===== src/rtl/fetch_stage.sv =====
// Instruction fetch stage: PC register, IF/ID pipeline register and a small
// control FSM. Optional perf counters are enabled with FETCH_PERF_COUNT_EN.
module fetch_stage #(
   parameter int                     PC_WIDTH    = 16,
   parameter int                     INSTR_WIDTH = 16,
   parameter logic [PC_WIDTH-1:0]    RESET_PC    = '0,
   parameter logic [INSTR_WIDTH-1:0] NOP_INSTR   = '0
) (
   input  logic                   clock,
   input  logic                   reset,
   input  logic                   stall_ctrl,
   input  logic                   flush_ctrl,
   input  logic [PC_WIDTH-1:0]    branch_target,
   input  logic [INSTR_WIDTH-1:0] instr_in,
   output logic [PC_WIDTH-1:0]    pc_out,
   output logic [INSTR_WIDTH-1:0] if_id_instr,
   output logic [PC_WIDTH-1:0]    if_id_pc,
   output logic                   if_id_valid,
   output logic [1:0]             fetch_state
`ifdef FETCH_PERF_COUNT_EN
   ,
   output logic [15:0]            stall_cycles,
   output logic [15:0]            flush_count
`endif
);

   typedef enum logic [1:0] {
      ST_START    = 2'd0,
      ST_RUN      = 2'd1,
      ST_HOLD     = 2'd2,
      ST_REDIRECT = 2'd3
   } state_t;

   localparam logic [PC_WIDTH-1:0] PC_ONE   = {{(PC_WIDTH-1){1'b0}}, 1'b1};
   localparam logic [15:0]         CNT_MAX  = 16'hFFFF;
   localparam logic [15:0]         CNT_ONE  = 16'd1;

   state_t state;

   assign fetch_state = state;

   // Priority: reset > flush > stall > normal fetch. Stall holds every
   // register, so only the state changes in that branch.
   always_ff @(posedge clock) begin
      if (reset) begin
         state       <= ST_START;
         pc_out      <= RESET_PC;
         if_id_instr <= NOP_INSTR;
         if_id_pc    <= '0;
         if_id_valid <= 1'b0;
      end else if (flush_ctrl) begin
         state       <= ST_REDIRECT;
         pc_out      <= branch_target;
         if_id_instr <= NOP_INSTR;
         if_id_pc    <= '0;
         if_id_valid <= 1'b0;
      end else if (stall_ctrl) begin
         state       <= ST_HOLD;
      end else begin
         state       <= ST_RUN;
         pc_out      <= pc_out + PC_ONE;
         if_id_instr <= instr_in;
         if_id_pc    <= pc_out;
         if_id_valid <= 1'b1;
      end
   end

`ifdef FETCH_PERF_COUNT_EN
   // Both counters saturate rather than wrap so a long run never reads low.
   always_ff @(posedge clock) begin
      if (reset) begin
         stall_cycles <= '0;
         flush_count  <= '0;
      end else if (flush_ctrl) begin
         if (flush_count != CNT_MAX) flush_count <= flush_count + CNT_ONE;
      end else if (stall_ctrl) begin
         if (stall_cycles != CNT_MAX) stall_cycles <= stall_cycles + CNT_ONE;
      end
   end
`endif

endmodule


===== config.mk =====
export PLATFORM = sky130hd
export DESIGN_NAME = fetch_stage
export DESIGN_NICKNAME = d
export VERILOG_FILES = /design/src/rtl/fetch_stage.sv
export SDC_FILE = /design/constraint.sdc
export NUM_CORES = 1
export LEC_CHECK = 0
export ABC_AREA = 1
export CORE_ASPECT_RATIO = 0.8
export CORE_MARGIN = 2
export CORE_UTILIZATION = 46
export DETAILED_ROUTE_END_ITERATION = 7
export PLACE_DENSITY = 0.84
export SYNTH_ARGS = -nofsm -noshare
export SYNTH_HDL_FRONTEND = slang
export SYNTH_SLANG_ARGS = --single-unit

===== constraint.sdc =====
create_clock -name clock -period 2.7 [get_ports clock]
set_input_delay 0.405 -clock clock [delete_from_list [all_inputs] [get_ports clock]]
set_output_delay 0.405 -clock clock [all_outputs]
set_load 0.005 [all_outputs]

==> run summary <==
endpoints failing setup = 0
Crit-path slowest cell = clkdlybuf4s50_1
clock transition at the registers of the reported paths = 0.09 ns
R2R setup slack = 1.23 ns
count of cell types in the netlist = 22
sum of negative setup slack = 0 ns
DPL Wire Length = 4430 µm
Max clock buf depth = 2
postcts setup bufs = 0
FF-to-FF Start = pc_out[1]$_SDFFE_PP0P_
Final Hold Vio Count = 0
critical path depth = 8
placer congestion estimate = 0.923
Least-Margin Pin Slew = 0.511 ns
period utilisation layout = 70.6%
crit-path cells = clkdlybuf4s50_1, inv_1, nand2_1, inv_1, nand2_1, nand3_1, nand2_1, inv_1
Detailed Route Iter0 Violations = 190
initial antenna violation count = 0
Clock Skew = 0.00368 ns
DR vias = 2265
Setup crit end kind = flip-flop
WP data required = 2.91 ns
area grow syn2layout = 47.0%
total of max-cap violations = 0
Min Clock Period, post-route = 1.91 ns
sequential-to-total area share from yosys stat = 46.6%
Rel. slew slack = 65.9%
vias in the first global route = 2012
Synth Area per Inst = 7.11 µm²
largest net degree at the start of global routing = 43
Yosys warning count = 0
combinational power share = 15.0%
core area = 0.00460 mm²
Peak supply drop = 0.308 mV
Initial Utilization = 47.6%
RSZ-0062 raised after global routing = false
Critical Path Start = flush_ctrl
register bit total from synthesis = 51
Detailed Route WL = 6060 µm
first-pass GRT wire length = 9540 µm
slowest stage delay, CP = 0.79 ns
CP bufs+invs = 4
drt first pass iters = 5
R2R Path End = pc_out[8]$_SDFFE_PP0P_
Die Ht = 65.7 µm
die area = 0.00533 mm²
Seq pwr share = 51.2%
DR vias/cell = 5.00
H-Tree Depth = 2
Max Slew Vio Count = 0
share of cells above drive strength 1 = 5.34%
Post-DRT Antenna Nets = 0
Worst Reg2Reg Path Length in Cells = 7
Port Buf Inserts = 86
n_diodes = 0
LEAKAGE = 0.00123 µW
pwr/cell area = 496 mW/mm²
Worst setup SP type = input pin
Peak Freq = 525 MHz
share of total power in the clock network = 33.8%
GRT Util Overall = 23.5%
Pint = 1220 µW
DRC = 0
Inserted Clock Buffers = 5
CTS Root Cell = clkbuf_8
total grt overflow = 0
Sw Ratio = 23.6%
hold_buf cts = 0
WP data arrival = 2.12 ns
Max FO, Critical Path = 12
post-synthesis cell area = 0.00219 mm²
WL/cell = 13.4 µm
number of core rows = 22
syn_nets = 345
Crit Path Category = in2reg
I/O pin count = 87
Worst path top cell family by delay = buffers and inverters
post-CTS sizing = 0
Setup crit end = pc_out[1]$_SDFFE_PP0P_
CTS tree = yes
Clock Latency Late Sink = 0.30 ns
DIE WIDTH = 81.1 µm
final net count = 429
TritonCTS Sinks = 51
WHS = 0.467 ns
Hold Path Class = reg2reg
Post-Syn Instances = 308
switching pwr = 376 µW
status = finished, final reports clean
## power groups by stage
stage	sequential, µW	clock, µW	combinational (µW)
detailed placement	833	0	238
CTS	816	553	240
global placement	832	0	234
global route	821	587	264
finish	816	539	240
floorplan	830	0	93.6
## Yosys cell counts
library cell	number	share of area (%)
nand3_2	1	0.46
nand2_1	81	14
buf_2	8	1.8
nand2_2	2	0.57
a31oi_1	3	0.86
nor3_1	1	0.23
nor2_1	21	3.6
o21ai_1	2	0.46
inv_1	31	5.3
dfxtp_1	51	47
a21oi_1	43	9.8
nand4_1	3	0.86
clkbuf_1	7	1.2
o21ai_0	27	6.2
nor2_4	1	0.51
nand3_1	15	3.4
inv_2	1	0.17
a211oi_1	3	1.0
nor2_2	1	0.29
ha_1	1	0.57
buf_6	1	0.51
xor2_1	4	1.6
## state kept, by name, indices dropped and copies added, names as in the netlist
signal,cells
if_id_valid,1
if_id_instr,16
fetch_state,2
pc_out,16
if_id_pc,16
## logic make-up (layout without fill, tap and decap cells)
kind of cell	Yosys count	count (layout)	share of synthesized area [%]
flip-flops	51	51	46.6
XOR/XNOR	4	4	1.60
AND/OR/NAND/NOR	126	126	23.8
buffers and inverters	48	133	9.03
adder cells (fa/ha/maj)	1	1	0.571
AO/OA/AOI/OAI	78	78	18.3
## layer usage
| metal | global-route usage (%) | vias to the layer above | routed length (µm) |
|---|---|---|---|
| met4 | 8.05 | 0 | 93 |
| met1 | 34.7 | 1005 | 2980 |
| met3 | 4.40 | 9 | 422 |
| met2 | 34.0 | 92 | 2570 |
| met5 | 0 | - | 0 |
| li1 | - | 1159 | - |
## stage by stage
stage	area [µm²]	total power [µW]	util, %	setup slack [ns]	instances
6_report	3220	1600	70.0	0.795	453
5_1_grt	3220	1670	70.0	0.634	453
4_1_cts	3220	1610	70.0	0.833	453
3_5_place_dp	3100	1070	67.4	0.507	445
3_3_place_gp	3100	1070	67.4	0.593	445
2_1_floorplan	2190	924	-	1.41	308
## worst reg2reg max path: stages (launching register included)
cell	delay, ns
dfxtp_1	0.45
ha_1	0.25
nand3_2	0.11
nor2_4	0.21
inv_2	0.06
o21ai_1	0.11
nand3_1	0.08
a21oi_1	0.14
## area by class of cell
type	instances	area [µm²]
clock buffer	6	82.6
clock inverter	2	35.0
fill	379	1380
inverter	32	120
multi-input combinational	209	971
sequential	51	1020
tap	60	75.1
timing repair buffer	93	913
## layout by cell type (no fill, tap or decap)
cell and n:
clkdlybuf4s50_1 86, nand2_1 81, dfxtp_1 51, a21oi_1 43, inv_1 31, o21ai_0 27, nor2_1 21, nand3_1 15
buf_4 7, clkbuf_8 6, xor2_1 4, a211oi_1 3, nand4_1 3, a31oi_1 3, nand2_2 2, o21ai_1 2
nand3_2 1, nor2_4 1, nor2_2 1, nor3_1 1, inv_2 1, ha_1 1, clkinv_2 1, bufinv_16 1
## how the worst min path moves through the flow
| stage | start | endpoint | slack (ns) | cells after the start |
|---|---|---|---|---|
| after global placement | if_id_instr[7]$_SDFFE_PP0N_ | if_id_instr[7]$_SDFFE_PP0N_ | 0.45 | 2 |
| final | if_id_instr[1]$_SDFFE_PP0N_ | if_id_instr[1]$_SDFFE_PP0N_ | 0.47 | 2 |
| after floorplan | if_id_instr[0]$_SDFFE_PP0N_ | if_id_instr[0]$_SDFFE_PP0N_ | 0.46 | 2 |
| after CTS | if_id_instr[8]$_SDFFE_PP0N_ | if_id_instr[8]$_SDFFE_PP0N_ | 0.47 | 2 |
| after detailed placement | if_id_instr[8]$_SDFFE_PP0N_ | if_id_instr[8]$_SDFFE_PP0N_ | 0.46 | 2 |
| after global routing | if_id_instr[9]$_SDFFE_PP0N_ | if_id_instr[9]$_SDFFE_PP0N_ | 0.49 | 2 |
Power figures use the tool's default switching activity.
